==> src/rtl/snn_image_loader.sv <==
// Assembles the spiking network's pixel vector from batches of 32-bit host words
// and issues a one-cycle start pulse plus a registered run-enable for the network clock.
module snn_image_loader #(
    parameter int unsigned NUM_PIXELS  = 784,
    parameter int unsigned WORDS       = 14,
    parameter int unsigned MAX_BATCHES = 2
) (
    input  logic                    iCLK,
    input  logic                    iRESETn,
    input  logic [32*WORDS-1:0]     iDATA,
    input  logic                    iNEXT,
    input  logic                    iFINISH,
    output logic [NUM_PIXELS-1:0]   oPIXELS,
    output logic                    oSTART,
    output logic                    oRUN_EN,
    output logic [1:0]              oBATCH,
    output logic                    oOVF
);

    localparam int unsigned BATCH_BITS = 32 * WORDS;
    localparam int unsigned OFF_W      = $clog2(BATCH_BITS);
    localparam logic [1:0]  BATCH_MAX  = 2'(MAX_BATCHES);

    localparam logic [1:0] S_IDLE   = 2'd0;
    localparam logic [1:0] S_LOAD   = 2'd1;
    localparam logic [1:0] S_SETTLE = 2'd2;
    localparam logic [1:0] S_FIRE   = 2'd3;

    logic [1:0]            state;
    logic                  nxt_s1, nxt_s2, nxt_s3;
    logic                  fin_s1, fin_s2;
    logic [1:0]            sync_valid;
    logic                  armed;
    logic                  nxt_rise;
    logic                  pend, pend_fin;
    logic [BATCH_BITS-1:0] cap_data;
    logic                  cap_fin;
    logic [31:0]           base;
    logic [OFF_W-1:0]      off;
    logic [NUM_PIXELS-1:0] pix_next;

    // Edge detect stays disarmed until the synchronized NEXT has been seen low,
    // so a NEXT held high across reset release never produces a load.
    always_ff @(posedge iCLK or negedge iRESETn) begin
        if (!iRESETn) begin
            nxt_s1     <= 1'b0;
            nxt_s2     <= 1'b0;
            nxt_s3     <= 1'b0;
            fin_s1     <= 1'b0;
            fin_s2     <= 1'b0;
            sync_valid <= 2'b00;
            armed      <= 1'b0;
        end else begin
            nxt_s1     <= iNEXT;
            nxt_s2     <= nxt_s1;
            nxt_s3     <= nxt_s2;
            fin_s1     <= iFINISH;
            fin_s2     <= fin_s1;
            sync_valid <= {sync_valid[0], 1'b1};
            if (sync_valid[1] && !nxt_s2)
                armed <= 1'b1;
        end
    end

    assign nxt_rise = armed & nxt_s2 & ~nxt_s3;

    always_comb begin
        base     = 32'(oBATCH) * BATCH_BITS;
        pix_next = oPIXELS;
        off      = '0;
        for (int unsigned i = 0; i < NUM_PIXELS; i++) begin
            if (i >= base && i < base + BATCH_BITS) begin
                off         = OFF_W'(i - base);
                pix_next[i] = cap_data[off];
            end
        end
    end

    always_ff @(posedge iCLK or negedge iRESETn) begin
        if (!iRESETn) begin
            state    <= S_IDLE;
            cap_data <= '0;
            cap_fin  <= 1'b0;
            pend     <= 1'b0;
            pend_fin <= 1'b0;
            oPIXELS  <= '0;
            oSTART   <= 1'b0;
            oRUN_EN  <= 1'b1;
            oBATCH   <= 2'd0;
            oOVF     <= 1'b0;
        end else begin
            oSTART <= 1'b0;
            // An edge seen outside IDLE is parked and served on return to IDLE.
            if (nxt_rise && state != S_IDLE) begin
                pend     <= 1'b1;
                pend_fin <= fin_s2;
            end
            case (state)
                S_IDLE: begin
                    if (pend || nxt_rise) begin
                        cap_data <= iDATA;
                        cap_fin  <= pend ? pend_fin : fin_s2;
                        pend     <= 1'b0;
                        oRUN_EN  <= 1'b0;
                        if (oBATCH == 2'd0)
                            oOVF <= 1'b0;
                        state <= S_LOAD;
                    end
                end
                S_LOAD: begin
                    if (oBATCH == BATCH_MAX) begin
                        oOVF <= 1'b1;
                    end else begin
                        oPIXELS <= pix_next;
                        oBATCH  <= oBATCH + 2'd1;
                    end
                    state <= cap_fin ? S_SETTLE : S_IDLE;
                end
                S_SETTLE: begin
                    oSTART  <= 1'b1;
                    oRUN_EN <= 1'b1;
                    state   <= S_FIRE;
                end
                default: begin
                    oBATCH <= 2'd0;
                    state  <= S_IDLE;
                end
            endcase
        end
    end

endmodule

==> config.mk <==
export PLATFORM = sky130hd
export DESIGN_NAME = snn_image_loader
export DESIGN_NICKNAME = d
export VERILOG_FILES = /design/src/rtl/snn_image_loader.sv
export SDC_FILE = /design/constraint.sdc
export NUM_CORES = 2
export LEC_CHECK = 0
export ABC_AREA = 0
export CAP_MARGIN = 20
export CORE_AREA = 2 2 484 486
export DETAILED_ROUTE_END_ITERATION = 8
export DIE_AREA = 0 0 486 488
export DONT_BUFFER_PORTS = 1
export PLACE_DENSITY = 0.35
export SETUP_SLACK_MARGIN = 0.5
export SYNTH_ARGS = -nofsm -noshare
export SYNTH_HDL_FRONTEND = slang
export SYNTH_SLANG_ARGS = --single-unit
==> constraint.sdc <==
create_clock -name iCLK -period 5.5 [get_ports iCLK]
set_input_delay 1.65 -clock iCLK [delete_from_list [all_inputs] [get_ports iCLK]]
set_output_delay 1.65 -clock iCLK [all_outputs]
set_load 0.02 [all_outputs]
## Word level (Yosys, flattened, before mapping)

Cells that the tools add are included.

| storage, ports and cells | value |
|---|---|
| flip-flop bits (word level) | 1250 |
| logic and storage cells | 7117 |
| bits of input ports | 452 |

| operators by class | value |
|---|---|
| equality and inequality tests | 7 |
| $mul | 1 |
| mux-type cells | 1584 |
| magnitude comparators | 2352 |
| add/sub/neg operators | 786 |
| bitwise logic cells | 5 |
| reductions and logical operators | 1582 |

Operators by type and width:

| cell | count |
|---|---|
| $lt 10x32->1 const A | 271 |
| $lt 9x32->1 const A | 256 |
| $lt 9x10->1 const B | 784 |
| $bmux 1 s9 | 784 |
| $lt 8x32->1 const A | 128 |
| $ge 10x11->1 const A | 272 |
| $ge 9x11->1 const A | 256 |
| $sub 9x9->9 const A | 272 |
| $reduce_and 3->1 | 784 |
| $sub 8x9->9 const A | 256 |
| $lt 7x32->1 const A | 64 |
| $ge 8x11->1 const A | 128 |
| $sub 7x9->9 const A | 128 |
| $lt 6x32->1 const A | 32 |
| $mux 1 | 793 |
| $logic_and 1x1->1 | 786 |
| $ge 7x11->1 const A | 64 |
| $sub 6x9->9 const A | 64 |
| $lt 5x32->1 const A | 16 |
| $ge 6x11->1 const A | 32 |
| $sub 5x9->9 const A | 32 |
| $lt 4x32->1 const A | 8 |
| $ge 5x11->1 const A | 16 |
| $sub 4x9->9 const A | 16 |
| 30 further kinds | 75 |

## Longest topological paths before layout

| logic depth | value |
|---|---|
| depth in word-level cells | 6 |
| mapped depth | 13 |
| gate-level depth less buffers | 6 |

## Worst setup path before layout

No wires, ideal clock.

| path | value |
|---|---|
| path type | reg2reg |
| start | register oBATCH[0] |
| end | register oPIXELS[225] |
| path slack | 2.462 ns |
| arrival time | 2.961 ns |
| cell stages (with the launch flop) | 12 |
| library setup time | 0.077 ns |
| cell sequence | dfrtp_1 buf_2 buf_2 clkinv_1 clkbuf_1 ha_1 inv_2 buf_2 buf_2 clkbuf_1 mux4_2 o21ai_1 |

| on the way | value |
|---|---|
| cells in the longest elaborated chain, start to end | 5 |
| elaborated cells on any way between the ends | 11 |
| those cells by class | add/sub (2); mul (1); order compare (2); eq/ne (1); mux (2); bitwise (1); reduce/logical (2) |

Ends and longest elaborated chain:

| element | line | RTL |
|---|---|---|
| start, declared | 16 | `output logic [1:0] oBATCH,` |
| start signal, assigned | 115 | `oBATCH <= oBATCH + 2'd1;` |
| $mul 2x3->5 | n/a |  |
| $add 11x9->12 | n/a |  |
| $lt 8x32->1 | n/a |  |
| $logic_and 1x1->1 | n/a |  |
| $reduce_and 3->1 (no line) | n/a |  |
| end signal, assigned | 114 | `oPIXELS <= pix_next;` |
| end, declared | 13 | `output logic [NUM_PIXELS-1:0] oPIXELS,` |

Several ways; a longest one is shown, not always the timed one. The select of a mux whose other input is x is not followed.
A chain may end at the register's enable or synchronous reset.

## Worst setup path in the final report

| path | value |
|---|---|
| start | register oBATCH[0] |
| end | output port oBATCH[0] |

No word-level cell between the ends.

==> summary.md <==
| Metric | Value |
|---|---|
| Status | finished clean |
| Critical Path Start Type | flop |
| Routed met2 length | 134000 um |
| Worst-Skew Late Latency | 0.82 ns |
| Htree depth | 4 |
| Setup slack, reg-to-reg | roughly 1.5 ns |
| Final Hold Fails | 0 |
| Cts bufs inserted | 157 |
| Hold Startpoint | sync_valid[0]$_DFF_PN0_ |
| Worst Path Buf+Inv | 1 |
| Worst EP arrival | 2.54 ns |
| Slew Viols, Final | 0 |
| Tightest Hold Check Type | reg2reg |
| Post-synth net total | 5791 |
| Layout cell share with drive strength beyond 1 | between 10% and 20% |
| Avg Cell Area, Syn | 11.2 sq um |
| Number of port buffers | 0 |
| Worst Hold End | sync_valid[1]$_DFF_PN0_ |
| RD Place Congestion | 0.840 |
| Worst r2r src | oBATCH[0]$_DFFE_PN0P_ |
| Slew headroom | roughly 2.9% |
| Clock Skew | roughly 0.046 ns |
| CTS tree | done |
| Global route overflow | 0 |
| Placed cell areas | 62500 sq um |
| Setup crit end kind | output pin |
| RSZ-0062 raised after global routing | false |
| Routed WL per cell | 33.2 um |
| CP peak stage delay | 0.71 ns |
| Clk sink count | around 1300 |
| Number of nets in the layout | approximately 5600 |
| DRT Pass-1 Iters | 8 |
| Fin crit share | 76.2% |
| Die Y | 488 um |
| First-pass GRT wire length | 380000 um |
| Post-CTS Setup Inserts | 0 |
| Register area share after synthesis | 52.5% |
| Actual slew at the worst max-slew pin | 1.46 ns |
| WL met1 | 108000 um |
| R2r endpoint | oPIXELS[231]$_DFFE_PN0P_ |
| Crit. Startpoint | oBATCH[0]$_DFFE_PN0P_ |
| Crit-path slowest cell | dfrtp_4 |
| DR DRC count | 0 |
| Post_cts resized | 0 |
| Initial antenna violation count | 165 |
| # setup viols final | 0 |
| Setup CP Type | reg2out |
| Setup TNS | 0 ns |
| Die Area | 237000 sq um |
| Main synth FF type | dfrtp_1 |
| Max Used Layer | met5 |
| Ys async rst share | 100% |
| Post-synth EDFFs | 0 |
| Final setup margin | ~1.3 ns |
| FF-to-FF path depth | 5 |
| Root buffer cell | clkbuf_16 |
| Vias in the first global route | between 40000 and 50000 |
| Max-Cap Viols | 0 |
| Remaining antenna violation count | 0 |
| Area added between synthesis and finish | 14.2% |
| Mapped Cells | 5332 |
| CP delay by family, top | flip-flops |
| CTS max path bufs | 3 |
| Number of hold buffers added after cts | 0 |
| Synth unique cells | 47 |
| Row cnt | 177 |
| Crit-path max FO | 126 |
| Clock slew at reported path FFs | 0.06 ns |
| Crit path time final | between 4 and 5 ns |
| Cell Chain, Critical Path | buf_12 |
| Finished Cell Area | approximately 68000 sq um |
| Pin count of the biggest net entering global routing | 208 |
| Final WL | 277000 um |
| Worst Hold Depth | 0 |
| Worst endpoint required time | slightly below 4 ns |
| Initial detailed-routing violation count | 2780 |
| # IOs | 1241 |
| Ys Warns | 0 |
| Post-synthesis cell area | 59600 sq um |
| Register bit total from synthesis | roughly 1300 |
| Initial Util | 25.7% |
| Post-DP HPWL | 199000 um |
| WL met3 | 26500 um |
| Die Wd | roughly 500 um |
| Core Region | 232000 sq um |
| Via count of the routed design | roughly 43000 |
| Fmax | 239 MHz |
| Pre-CTS WS | 0.925 ns |
| GRT Total Usage | 22.9% |
| Vias per cell | 5.14 |
[registers in the layout (all words and copies together), names as in the netlist]
| signal | cells |
|---|---|
| armed | 1 |
| oSTART | 1 |
| pend_fin | 1 |
| sync_valid | 2 |
| oPIXELS | 784 |
| state | 2 |
| oRUN_EN | 1 |
| nxt_s3 | 1 |
| nxt_s2 | 1 |
| pend | 1 |
| nxt_s1 | 1 |
| cap_fin | 1 |
| fin_s1 | 1 |
| fin_s2 | 1 |
| oOVF | 1 |
| oBATCH | 2 |
| cap_data | 448 |
[logic make-up (layout without fill, tap and decap cells)]
family	count (synthesis)	count (layout)	share of synthesized area, %
DFF	1250	1250	52.5
xor gates and xnor gates	2	2	0.0294
other	1	52	0.00629
buffers and inverters	512	421	4.00
muxes	1134	1134	22.6
and+or+nand+nor	1045	1045	7.04
AOI/OAI and AO/OA	1381	1381	13.7
adders and majority gates	7	7	0.147
[worst max path at each step]
stage          slack, ns                        to  depth (start not counted)
2_1_floorplan       2.46  oPIXELS[225]$_DFFE_PN0P_                         11
3_3_place_gp        0.93  oPIXELS[252]$_DFFE_PN0P_                          3
5_1_grt             1.29                 oBATCH[0]                          1
3_5_place_dp        0.92  oPIXELS[252]$_DFFE_PN0P_                          3
4_1_cts             1.38                 oBATCH[0]                          1
6_report            1.31                 oBATCH[0]                          1
[area by class of cell]
type | instances | area (sq um)
clock buffers | 215 | 4540
fillers | 23900 | 164000
clock inverters | 68 | 891
multi-input cells | 3570 | 26100
inverters | 56 | 220
diodes | 51 | 128
well taps | 3043 | 3810
repair buffers | 82 | 1120
flip-flops and latches | 1250 | 31300
[per-stage QoR]
stage          std cells  utilization (%)  hold slack (ns)
6_report            8335             29.4            0.347
5_1_grt             8299             29.3            0.356
3_5_place_dp        8001             27.0            0.340
2_1_floorplan       5332                -            0.331
3_3_place_gp        8000             27.0            0.338
4_1_cts             8284             29.3            0.352
[synthesized netlist by cell type (18+ instances only)]
master	instances	area, sq um
nand3b_1	30	225
mux2_2	521	5870
a22o_1	24	210
dfrtp_1	1249	31300
o21a_1	24	180
a21o_1	33	248
nand3_1	25	125
a21oi_1	121	606
a22oi_1	24	180
o21ai_1	600	3000
o221ai_1	126	1100
o22ai_1	65	407
buf_2	188	941
o2bb2ai_1	60	526
buf_4	43	323
clkbuf_1	198	743
nand2_1	786	2950
inv_1	54	203
o22a_1	25	219
buf_1	18	67.6
nor2_1	168	631
mux2i_1	493	4930
mux4_2	120	2700
a211oi_1	24	180
o21ai_0	251	1260
[metal layers]
metal	GRT usage [%]	up-vias
li1	-	18800
met1	26.9	21900
met2	38.6	1531
met3	9.10	466
met4	5.74	128
met5	0	-
[placed cells by master, fill, tap and decap left out, types with 7 or more instances in the layout]
cell	netlist	routed
dfrtp_1	1249	1248
nand2_1	786	785
o21ai_1	600	600
mux2_2	521	521
mux2i_1	493	493
o21ai_0	251	251
nor2_1	168	165
clkbuf_16	0	162
o221ai_1	126	126
a21oi_1	121	121
mux4_2	120	120
o22ai_1	65	65
o2bb2ai_1	60	60
inv_1	54	54
diode_2	0	51
buf_4	43	46
clkinv_2	0	36
a21o_1	33	33
nand3b_1	30	30
clkbuf_8	0	29
buf_12	0	29
nand3_1	25	25
o22a_1	25	25
o21a_1	24	24
a22oi_1	24	24
a211oi_1	24	24
a22o_1	24	24
clkbuf_1	198	24
bufinv_16	0	17
and3_1	12	12
and3b_1	9	9
buf_16	0	7
Power is not shown: default switching activity piles up to over one toggle a cycle in this logic, so the estimate is an artifact.
